[src/rtl/alu_operand_stage.sv]
// Two-entry (main + skid) operand register between decode and the ALU.
// Define ALU_OPERAND_FWD_EN to forward writeback data into incoming and held operands.
module alu_operand_stage #(
    parameter int N  = 32,
    parameter int AW = 5
) (
    input  logic          clk,
    input  logic          reset,
    input  logic          in_valid,
    output logic          in_ready,
    input  logic [N-1:0]  in_a,
    input  logic [N-1:0]  in_b,
    input  logic [4:0]    in_alufn,
    input  logic [AW-1:0] in_rs,
    input  logic [AW-1:0] in_rt,
    input  logic [AW-1:0] in_wa,
    output logic          out_valid,
    input  logic          out_ready,
    output logic [N-1:0]  out_a,
    output logic [N-1:0]  out_b,
    output logic [4:0]    out_alufn,
    output logic [AW-1:0] out_wa,
    input  logic          wb_valid,
    input  logic [AW-1:0] wb_addr,
    input  logic [N-1:0]  wb_data
);
    typedef enum logic [1:0] {
        S_EMPTY = 2'd0,
        S_BUSY  = 2'd1,
        S_FULL  = 2'd2
    } state_t;

    state_t        r_state;
    state_t        w_state_nxt;
    logic          w_in_fire;
    logic          w_out_fire;
    logic          w_load_main_in;
    logic          w_load_main_skid;
    logic          w_load_skid;

    logic [N-1:0]  r_main_a, r_main_b, r_skid_a, r_skid_b;
    logic [4:0]    r_main_alufn, r_skid_alufn;
    logic [AW-1:0] r_main_wa, r_skid_wa;

    // Operand values after any writeback forwarding has been applied.
    logic [N-1:0]  w_in_a, w_in_b, w_main_a, w_main_b, w_skid_a, w_skid_b;

    assign w_in_fire  = in_valid & in_ready;
    assign w_out_fire = out_valid & out_ready;

    always_ff @(posedge clk) begin
        if (reset) r_state <= S_EMPTY;
        else       r_state <= w_state_nxt;
    end

    always_comb begin
        w_state_nxt      = r_state;
        w_load_main_in   = 1'b0;
        w_load_main_skid = 1'b0;
        w_load_skid      = 1'b0;
        case (r_state)
            S_EMPTY: begin
                if (w_in_fire) begin
                    w_load_main_in = 1'b1;
                    w_state_nxt    = S_BUSY;
                end
            end
            S_BUSY: begin
                if (w_in_fire && w_out_fire) begin
                    w_load_main_in = 1'b1;
                end else if (w_in_fire) begin
                    w_load_skid = 1'b1;
                    w_state_nxt = S_FULL;
                end else if (w_out_fire) begin
                    w_state_nxt = S_EMPTY;
                end
            end
            S_FULL: begin
                if (w_out_fire) begin
                    w_load_main_skid = 1'b1;
                    w_state_nxt      = S_BUSY;
                end
            end
            default: w_state_nxt = S_EMPTY;
        endcase
    end

    // in_ready depends only on state and reset so upstream never sees a comb loop.
    always_comb begin
        in_ready  = ~reset & (r_state != S_FULL);
        out_valid = (r_state != S_EMPTY);
    end

`ifdef ALU_OPERAND_FWD_EN
    logic [AW-1:0] r_main_rs, r_main_rt, r_skid_rs, r_skid_rt;

    function automatic logic [N-1:0] f_fwd(input logic [N-1:0] v, input logic [AW-1:0] rn,
                                           input logic wv, input logic [AW-1:0] wa,
                                           input logic [N-1:0] wd);
        return (wv && (wa != '0) && (wa == rn)) ? wd : v;
    endfunction

    assign w_in_a   = f_fwd(in_a,     in_rs,     wb_valid, wb_addr, wb_data);
    assign w_in_b   = f_fwd(in_b,     in_rt,     wb_valid, wb_addr, wb_data);
    assign w_main_a = f_fwd(r_main_a, r_main_rs, wb_valid, wb_addr, wb_data);
    assign w_main_b = f_fwd(r_main_b, r_main_rt, wb_valid, wb_addr, wb_data);
    assign w_skid_a = f_fwd(r_skid_a, r_skid_rs, wb_valid, wb_addr, wb_data);
    assign w_skid_b = f_fwd(r_skid_b, r_skid_rt, wb_valid, wb_addr, wb_data);

    always_ff @(posedge clk) begin
        if (reset) begin
            r_main_rs <= '0;
            r_main_rt <= '0;
            r_skid_rs <= '0;
            r_skid_rt <= '0;
        end else begin
            if (w_load_main_in) begin
                r_main_rs <= in_rs;
                r_main_rt <= in_rt;
            end else if (w_load_main_skid) begin
                r_main_rs <= r_skid_rs;
                r_main_rt <= r_skid_rt;
            end
            if (w_load_skid) begin
                r_skid_rs <= in_rs;
                r_skid_rt <= in_rt;
            end
        end
    end
`else
    logic w_unused_fwd;

    assign w_unused_fwd = ^{wb_valid, wb_addr, wb_data, in_rs, in_rt};
    assign w_in_a   = in_a;
    assign w_in_b   = in_b;
    assign w_main_a = r_main_a;
    assign w_main_b = r_main_b;
    assign w_skid_a = r_skid_a;
    assign w_skid_b = r_skid_b;
`endif

    // Held entries take their snooped value every cycle they are not reloaded.
    always_ff @(posedge clk) begin
        if (reset) begin
            r_main_a     <= '0;
            r_main_b     <= '0;
            r_main_alufn <= '0;
            r_main_wa    <= '0;
            r_skid_a     <= '0;
            r_skid_b     <= '0;
            r_skid_alufn <= '0;
            r_skid_wa    <= '0;
        end else begin
            if (w_load_main_in) begin
                r_main_a     <= w_in_a;
                r_main_b     <= w_in_b;
                r_main_alufn <= in_alufn;
                r_main_wa    <= in_wa;
            end else if (w_load_main_skid) begin
                r_main_a     <= w_skid_a;
                r_main_b     <= w_skid_b;
                r_main_alufn <= r_skid_alufn;
                r_main_wa    <= r_skid_wa;
            end else begin
                r_main_a     <= w_main_a;
                r_main_b     <= w_main_b;
            end
            if (w_load_skid) begin
                r_skid_a     <= w_in_a;
                r_skid_b     <= w_in_b;
                r_skid_alufn <= in_alufn;
                r_skid_wa    <= in_wa;
            end else begin
                r_skid_a     <= w_skid_a;
                r_skid_b     <= w_skid_b;
            end
        end
    end

    assign out_a     = r_main_a;
    assign out_b     = r_main_b;
    assign out_alufn = r_main_alufn;
    assign out_wa    = r_main_wa;
endmodule

[config.mk]
export PLATFORM = sky130hd
export DESIGN_NAME = alu_operand_stage
export DESIGN_NICKNAME = d
export VERILOG_FILES = /design/src/rtl/alu_operand_stage.sv
export SDC_FILE = /design/constraint.sdc
export NUM_CORES = 1
export LEC_CHECK = 0
export CAP_MARGIN = 25
export CORE_MARGIN = 2
export CORE_UTILIZATION = 26
export CTS_BUF_LIST = sky130_fd_sc_hd__clkbuf_4
export DETAILED_ROUTE_END_ITERATION = 16
export PLACE_DENSITY_LB_ADDON = 0.25
export SYNTH_ARGS = -nofsm -noshare
export SYNTH_HDL_FRONTEND = slang
export SYNTH_SLANG_ARGS = --single-unit
export TNS_END_PERCENT = 1
[constraint.sdc]
create_clock -name clk -period 1.65 [get_ports clk]
set_input_delay 0.33 -clock clk [delete_from_list [all_inputs] [get_ports clk]]
set_output_delay 0.33 -clock clk [all_outputs]
set_load 0.02 [all_outputs]
== Word level (Yosys, flattened, before mapping) ==
Index checks and enable logic that the tools add are counted.

* Equality and inequality tests: 7
* Reductions and logical operators: 5
* Mux-type cells: 21
* Bitwise operators: 4

{| class="wikitable"
|+ Operators by type and width
! kind !! number
|-
| 2-to-1 mux 32 bit || 4
|-
| 2-to-1 mux 5 bit || 4
|-
| 2-to-1 mux 2 bit || 5
|-
| != test 2 bit, second input constant || 4
|-
| 2-to-1 mux 1 bit || 6
|-
| one-hot mux 2 bit (3 select lines) || 1
|-
| AND reduction 4 bit || 1
|-
| nonzero test 2 bit || 2
|-
| AND 1 bit || 3
|-
| != test 3 bit, second input constant || 1
|-
| equality test 2 x 1 -> 1 bit, second input constant || 1
|-
| equality test 2 bit, second input constant || 1
|-
| zero test 2 bit || 1
|-
| one-hot mux 1 bit (2 select lines) || 1
|-
| logical AND 1 bit || 1
|-
| inverter 1 bit || 1
|}

* Output and inout port bits: 76
* Logic and storage cells: 46
* Bits of input ports: 126
* Register bits: 150

== Logic depth before layout (Yosys ltp) ==
Gate-level depths: netlist of run 1.

* Depth in word-level cells: 7
* Depth in mapped cells: 6
* Mapped depth without buffers: 3

== Least setup slack after synthesis of run 1 ==
Ideal clock, no wire load.

* Path kind: input to output
* Start point: input reset
* End point: output in_ready
* Required time: 1.320 ns
* Arrival: 1.197 ns
* Stages: 4
* Buffers on the path: 3
* Path slack: 0.123 ns
* Cell sequence: buf_2 -> clkbuf_1 -> clkbuf_1 -> nor2_1

* Longest elaborated chain between the ends: 2

{| class="wikitable"
|+ RTL lines
! what !! line !! text
|-
| start: declaration || 8 || <nowiki>input logic reset,</nowiki>
|-
| inverter 1 bit || 90 || <nowiki>in_ready = ~reset & (r_state != S_FULL);</nowiki>
|-
| AND 1 bit || 90 ||
|-
| end: declaration || 10 || <nowiki>output logic in_ready,</nowiki>
|}

Every way passes these cells.

== Worst setup path after layout of run 1 ==
* Start point: register r_state[0]
* End point: output in_ready

* Longest elaborated chain between the ends: 2

{| class="wikitable"
|+ RTL lines
! what !! line !! text
|-
| start: declaration || 33 || <nowiki>state_t r_state;</nowiki>
|-
| start signal: assignment || 53 || <nowiki>else r_state <= w_state_nxt;</nowiki>
|-
| != test 2 bit || 90 ||
|-
| AND 1 bit || 90 ||
|}

Every way passes these cells.

==> results of run 1 <==
## routing by layer
metal	wire, µm	up-vias
met5	0	-
met4	166	0
met3	1140	8
met2	9240	168
met1	10200	2889
li1	-	3065
## final cells by class
type,instances,area [µm²]
clock inverters,15,121
well taps,341,427
multi-input cells,537,3510
flip-flops and latches,150,3010
clock buffers,17,128
diodes,1,2.50
fillers,2806,17600
repair buffers,199,2010
## cell usage after synthesis (all sizes together)
master | n | area [µm²]
a21oi | 76 | 380
nor2b | 2 | 12.5
o21ai | 74 | 370
nand3b | 1 | 7.51
and3b | 1 | 8.76
nor3b | 1 | 12.5
and2b | 1 | 7.51
nand3 | 74 | 370
mux2i | 1 | 10.0
dfxtp | 150 | 3000
clkbuf | 29 | 109
nor3 | 75 | 706
buf | 61 | 475
a311oi | 74 | 961
or3b | 2 | 20.0
nand2 | 150 | 563
o21ba | 1 | 10.0
or2 | 1 | 6.26
nor2 | 2 | 7.51
nand2b | 1 | 8.76
## critical path, stage by stage, from the launching register on
cell and delay (ns):
sky130_fd_sc_hd__dfxtp_2 0.36, sky130_fd_sc_hd__buf_6 0.13, sky130_fd_sc_hd__nor2b_4 0.11, sky130_fd_sc_hd__nor2_2 0.05, sky130_fd_sc_hd__buf_6 0.15
## timing repair
item	4_1_cts	5_1_grt
gates resized for setup	135	69
pin swaps	0	1
setup endpoints to repair	76	54
setup buffers	0	2
hold endpoints to repair	0	0
## flip-flops by register name, summed over array words and instances (netlist names)
signal        cells
r_state           2
r_skid_wa         5
r_skid_alufn      5
out_alufn         5
out_a            32
out_wa            5
r_skid_a         32
r_skid_b         32
out_b            32
## power by group through the flow
stage	logic, mW	registers, mW	clock network (mW)
5_1_grt	1.57	3.90	2.40
2_1_floorplan	0.667	4.10	0
6_report	1.46	3.88	2.16
3_5_place_dp	1.55	3.95	0
4_1_cts	1.48	3.88	2.28
3_3_place_gp	1.55	3.95	0
## cell families (layout without fill, tap and decap cells)
kind of cell           Yosys count  count (layout)  share of synthesized area
DFF                            150             150                      0.426
buffers and inverters           90             231                     0.0829
and+or+nand+nor                311             311                      0.245
AOI/OAI and AO/OA              225             225                      0.244
muxes                            1               1                    0.00142
other                            0               1                          0
## worst max path at each step
stage               start        end  slack [ns]  cells past startpoint
3_5_place_dp     in_valid   out_a[7]       -0.31                      5
4_1_cts        r_state[1]  out_valid       -0.23                      2
2_1_floorplan       reset   in_ready        0.12                      4
3_3_place_gp     in_valid   out_a[9]       -0.30                      5
6_report       r_state[0]   in_ready       -0.03                      4
5_1_grt        r_state[0]   in_ready       -0.11                      4
==> results.md, run 1 <==
Place:
- The routability congestion estimate from global placement is ~0.69.
- The worst setup timing slack at the placement stage is -0.308 ns.
- The placed standard-cell area is ~9000 µm².
- The half-perimeter wire length after placement is 12.9 mm.
- Once placement completed, the tool counted placed cells totaling between 1000 and 1500.
- The count of input and output buffers is ~150.

Clock tree:
- The clock insertion delay at the later pin of the skew report is 0.55 ns.
- The clock-pin slew of the registers on the worst-case setup and hold paths is approximately 0.14 ns.
- CTS saw 150 sinks.
- The buffer levels on the longest clock path is 2.
- The number of clock buffers added by TritonCTS is 17.
- The CTS root buffer is sky130_fd_sc_hd__clkbuf_4.
- In this run, post-CTS hold repair placed 0 buffers.
- The H-tree generated during clock tree synthesis spans 4 levels.
- The clock tree from TritonCTS is done.

Layout:
- The area growth from synthesis to layout is 30.7%.
- The fraction of the core area covered by cells at the end of the flow is 0.344.
- In the layout the commonest cells are sky130_fd_sc_hd__nand2_1 (149), sky130_fd_sc_hd__dfxtp_1 (147), sky130_fd_sc_hd__a21oi_1 (76), sky130_fd_sc_hd__clkdlybuf4s50_1 (76), sky130_fd_sc_hd__nand3_1 (74).
- The most common cell after layout, fill and taps aside is sky130_fd_sc_hd__nand2_1.
- The final layout net count is between 1000 and 1500.
- The count of cells in the finished layout, fillers not included, comes to 1260.
- Once layout is done, the placed cells without fillers occupy about 9000 µm².
- In the final layout, the share of cells above drive strength 1 is 0.275.

Run:
- The tool flagged a number of max-cap violations equal to 0.

Drt:
- The average wire per cell in the routed design is around 17 µm.
- The first routing iteration left between 300 and 400 violations.
- The detail route stage leaves a number of antenna-violating nets equal to 0.
- The pre-antenna-repair detailed-routing pass consisted of 5 iterations.
- The routed via count is between 6000 and 7000.
- The final layout contains routed wiring with a total length of ~21 mm.
- The mean number of vias per cell is 4.87.
- The number of design rule violations left after detail routing is 0.

Pwr:
- The power per cell area is ~810 nW/µm².
- In this run the static leakage power is around 3.0 nW.
- The internal power summed over all cells is 5.04 mW.
- Across the VDD grid, the largest voltage drop is 362 µV.
- The proportion of power drawn by combinational gates is 0.195.
- The share of total power in sequential cells is 0.517.
- The reported net switching power is about 2.5 mW.
- The design draws between 7 and 8 mW.
- The share of total power dissipated in the clock network is 0.288.
- The switching power as a share of total power is 0.327.

Synth:
- For this run, the number of Yosys warnings is 0.
- The number of nets handed over by synthesis was roughly 900.
- The part of the Yosys area used for sequential elements is 0.426.
- The synthesized design contains 150 register bits.
- The unique cell type count in the Yosys netlist is 26.
- After synthesis the cells add up to a little over 7000 µm².
- The average instance area after synthesis is just over 9 µm².
- The synthesized instance count is slightly below 800.

STA:
- After layout, the worst setup slack is -0.0277 ns.
- Dividing the final minimum period by the clock period gives 1.02.
- The number of hold violations in the final report was 0.
- The total setup violations reported at the end of the flow is 1.
- The worst max-slew margin expressed relative to the limit is 0.653.
- For the final routed database, the setup TNS stands at -0.0277 ns.
- The post-route clock skew is around 0.019 ns.
- The post-layout minimum cycle time is roughly 1.7 ns.
- Setup repair after global routing could not meet its margin everywhere.
- The max-slew violation count is 0.
- For the pin with the worst max-slew slack, the measured transition is around 0.52 ns.
- For this run, the top clock speed supported by timing is 596 MHz.
- On the final layout, the worst hold slack is slightly above 0.3 ns.

Worst setup path:
- At the worst endpoint, the required time is around 1.3 ns.
- In this run the critical register-to-register path is launched from r_state[1].
- Along the worst path, the maximum fanout reaches 3.
- The worst reg-to-reg path cell count is 6.
- The reg-to-reg setup timing slack is roughly 0.10 ns.
- The worst setup path is launched from a flop.
- The type of the setup path with the least slack is reg -> out.
- The critical register-to-register path endpoint is out_a[7].
- Data arrives at the worst endpoint at around 1.4 ns.
- The worst setup path is captured at a primary output.

Global route:
- Summed over all layers, the global routing overflow is 0.
- The maximum number of pins on one net before global-route repair is 89.
- The number of antenna violations at the first check in global routing is 1.
- The total track usage is 0.145.
- The met3 usage in global routing is 0.0344.
- The global-route track usage on met1 is 0.201.
- The global-route wire length before repair is 33.0 mm.
- In this run the most used layer during global routing was met2.
- The number of global-route vias before repair is 5900.
- The fraction of met2 tracks used by global routing is 0.227.

Floorplan:
- The floorplan has 60 rows.
- The die outline width is 169 µm.
- The initial utilization of the core area, before any placement, comes to 0.263.
- The area of the die is around 28000 µm².
- The I/O pin count is between 200 and 250.
- The chip height is between 150 and 200 µm.
- The core region is 26800 µm².

Min path:
- The startpoint identified for the worst hold timing path is reset.
- Counting instances, the worst hold path has a depth of 3.
- The path type of the worst min-delay path is in -> reg.
- The path with the worst hold slack has its endpoint at r_skid_a[21].

Outcome:
- The final reports fail on setup timing.
- The run finished, with violations left.
Note: power is estimated with default switching activity, not from simulation.
==> inputs of run 2 (changes only) <==
==> constraint.sdc (replaced) <==
create_clock -name clk -period 1.45 [get_ports clk]
set_input_delay 0.29 -clock clk [delete_from_list [all_inputs] [get_ports clk]]
set_output_delay 0.29 -clock clk [all_outputs]
set_load 0.02 [all_outputs]
==> run 2 against run 1 <==
Compared with the run above:
- the run still ends with setup timing left
- hold slack got worse by 0.24 ns
- global-route usage fell by 0.26 points
- highest routed layer unchanged
- core utilization fell by 0.056 points
- via count rose by 1.1%
- combinational power rose by 14%
- largest power group unchanged
- critical path type unchanged
==> results.md, run 2 (synthesis results as in run 1) <==
Outcome:
- Outcome: finished, violations left (unchanged).
- Violations in the final reports: setup timing (unchanged).

Clock tree:
- The H-tree depth reported by CTS is 4 (unchanged).
- The number of clock sinks is 150 (unchanged).
- The clock insertion delay at the later pin of the skew report came to 0.55 ns (about the same).
- The clock-pin slew of the registers on the worst-case setup and hold paths is 0.15 ns (was 0.14 ns).
- The buffer levels on the longest clock path is 2 (unchanged).
- The CTS root buffer is sky130_fd_sc_hd__clkbuf_4 (unchanged).
- The clock tree from TritonCTS is done (unchanged).
- The number of CTS-inserted buffers is 17 (unchanged).

Place:
- The routability congestion estimate from global placement came to 0.704 (was 0.694).
- The placed cell count is 1227 (was 1225).
- The worst setup timing slack at the placement stage is -0.448 ns (was -0.308 ns).
- The half-perimeter wire length after placement is 12.9 mm (about the same).
- The count of input and output buffers is 153 (unchanged).
- The placed standard-cell area is 9040 µm² (about the same).

Floorplan:
- The die outline width is 169 µm (unchanged).
- The chip height is 169 µm (unchanged).
- The area of the die is 28400 µm² (unchanged).
- The I/O pin count was 202 (unchanged).
- The floorplan row count is 60 (unchanged).
- The area inside the core boundary is 26800 µm² (unchanged).
- The initial cell density of the core is 0.263 (unchanged).

STA:
- The portion of the clock cycle consumed by the worst path in the final layout is 1.21.
- The actual slew at the worst max-slew pin came to 0.502 ns (was 0.521 ns).
- The total setup violations reported at the end of the flow is 128 (was 1).
- The max-slew violation count is 0 (unchanged).
- Static timing analysis puts the maximum clock frequency at about 570 MHz.
- The final total negative setup slack is -9.23 ns (was -0.0277 ns).
- The worst max-slew margin expressed relative to the limit is 0.666 (was 0.653).
- The number of hold violations in the final report is 0 (unchanged).
- Setup repair after global routing missed its margin: yes (unchanged).
- The worst hold slack after final layout is 0.0708 ns (was 0.310 ns).
- Counting I/O delays and the setup requirement, the final critical path takes around 1.7 ns.
- The final setup slack of the worst path was -0.300 ns (was -0.0277 ns).
- The post-route clock skew is 0.0212 ns (was 0.0191 ns).

Drt:
- The routed via count is 6196 (was 6130).
- The length of the first detailed-routing pass in iterations was 4 (was 5).
- The met1 wire length is 10.2 mm (about the same).
- The wire length on met3 is 1.12 mm (was 1.14 mm).
- The average wire per cell in the routed design is 16.2 µm (was 16.5 µm).
- The highest metal layer with signal wires is met4 (unchanged).
- The DRC violation total after the first TritonRoute iteration is 356 (was 398).
- The total wire length is 20.5 mm (was 20.8 mm).
- The number of design rule violations left after detail routing is 0 (unchanged).
- The mean number of vias per cell is 4.91 (was 4.87).
- The wire length on met2 is 8.94 mm (was 9.24 mm).
- The remaining number of nets flagged by the antenna check after routing is 0 (unchanged).

Layout:
- The fraction of the core area covered by cells at the end of the flow was 0.343 (was 0.344).
- Most frequent cells in the layout: sky130_fd_sc_hd__nand2_1 (146), sky130_fd_sc_hd__dfxtp_1 (119), sky130_fd_sc_hd__clkdlybuf4s50_1 (76), sky130_fd_sc_hd__nand3_1 (74), sky130_fd_sc_hd__a21oi_1 (74) (was sky130_fd_sc_hd__nand2_1 (149), sky130_fd_sc_hd__dfxtp_1 (147), sky130_fd_sc_hd__a21oi_1 (76), sky130_fd_sc_hd__clkdlybuf4s50_1 (76), sky130_fd_sc_hd__nand3_1 (74)).
- The total of fill cells in the finished design is 2783 (was 2806).
- The final layout net count is 1034 (was 1031).
- The most common cell after layout, fill and taps aside is sky130_fd_sc_hd__nand2_1 (unchanged).
- The post-layout instance area is 9200 µm² (was 9210 µm²).
- The multi-input logic area is 3570 µm² (was 3510 µm²).
- The share of post-route cells with drive strength above 1 is 0.358 (was 0.275).
- The area growth from synthesis to layout came to 30.4% (was 30.7%).
- The sequential cell area is 3040 µm² (was 3010 µm²).
- The post-layout instance count excluding filler cells came to 1263 (was 1260).

Worst setup path:
- The launch instance of the worst register-to-register path is r_state[0] (was r_state[1]).
- Crit-path cells: buf_6 -> buf_6 -> or2_4 -> buf_6 (was buf_6 -> nor2b_4 -> nor2_2 -> buf_6).
- The critical register-to-register path endpoint is out_b[20] (was out_a[7]).
- The stage delay of the slowest cell on the critical path is 0.35 ns (was 0.36 ns).
- The reg-to-reg setup timing slack is -0.15 ns (was 0.10 ns).
- The data arrival time at the worst-slack endpoint is 1.46 ns (was 1.35 ns).
- The endpoint class of the critical path is a primary output (unchanged).
- The worst-path maximum fanout came to 2 (was 3).
- The cell at the slowest stage of the critical path is sky130_fd_sc_hd__dfxtp_2 (unchanged).
- The required time at the worst-slack endpoint was 1.16 ns (was 1.32 ns).
- The category of the worst setup path launch point was a flop (unchanged).
- The type of the setup path with the least slack was reg -> out (unchanged).
- The most frequent cell on the critical path is sky130_fd_sc_hd__buf_6 (unchanged).
- The worst reg-to-reg path cell count was 6 (unchanged).

Min path:
- The end of the worst hold path was r_skid_a[4] (was r_skid_a[21]).
- The worst hold path cell count is 3 (unchanged).
- The path type of the worst min-delay path is in -> reg (unchanged).
- The beginning of the worst hold path was reset (unchanged).

Global route:
- The overall overflow remaining after global route is 0 (unchanged).
- The global-route wire length before repair came to 32.7 mm (was 33.0 mm).
- The maximum number of pins on one net before global-route repair is 83 (was 89).
- The number of global-route vias before repair came to 5965 (was 5900).
- The total track usage is 0.143 (was 0.145).
- The number of antenna violations at the first check in global routing was 1 (unchanged).

Pwr:
- The proportion of power drawn by combinational gates is 0.186 (was 0.195).
- The power after layout is 8.98 mW (was 7.50 mW).
- The largest vdd supply drop is 394 µV (was 362 µV).
- The power per cell area was 976 nW/µm² (was 814 nW/µm²).
- The reported net switching power came to 2.72 mW (was 2.46 mW).
- The internal power summed over all cells is 6.26 mW (was 5.04 mW).
- The total leakage power is 3.14 nW (was 3.02 nW).
- The proportion of power drawn by the clock network is 0.322 (was 0.288).
- The switching power as a share of total power is 0.303 (was 0.327).
- The share of total power in sequential cells is 0.492 (was 0.517).

Run:
- The number of max-cap violations was 0 (unchanged).
==> run 2: worst max-delay path by stage <==
stage                    start          end  slack [ns]  cells past startpoint
global route        r_state[0]    out_valid       -0.39                      4
detailed placement    in_valid  r_skid_b[4]       -0.45                      5
finish              r_state[0]    out_valid       -0.30                      4
floorplan                reset    out_a[24]      0.0003                      6
global placement      in_valid  r_skid_b[8]       -0.47                      5
CTS                 r_state[0]    out_valid       -0.38                      4
==> run 2: layer usage <==
metal  vias up  global-route usage
met2       161               0.215
met3        15              0.0325
li1       3062                   -
met4         0              0.0420
met5         -                   0
met1      2958               0.203
==> run 2: what timing repair did <==
item,CTS,global route
buffers inserted,2,1
endpoints found under the setup margin,224,171
gates cloned,0,0
hold buffers,0,0
pin swaps,9,11
gates resized for setup,335,44
==> run 2: area by class of cell <==
cell class,instances,area share
tap,341,0.0464
multi-input combinational,537,0.388
clock buffer,18,0.0147
timing repair buffer,202,0.201
antenna,1,0.000272
sequential,150,0.331
clock inverter,14,0.0188
==> run 2: worst max-delay path: cells and delay by family (launching register included) <==
kind	cells	cell delay, ns
buffers and inverters	3	0.35
AND/OR/NAND/NOR	1	0.22
flip-flops	1	0.35
==> run 2: power groups by stage <==
stage / Sequential, mW / Combinational, mW / Clock, mW
6_report: 4.41 / 1.67 / 2.89
5_1_grt: 4.44 / 1.79 / 3.17
4_1_cts: 4.41 / 1.64 / 3.05
3_5_place_dp: 4.50 / 1.75 / 0
3_3_place_gp: 4.50 / 1.75 / 0
2_1_floorplan: 4.66 / 0.760 / 0
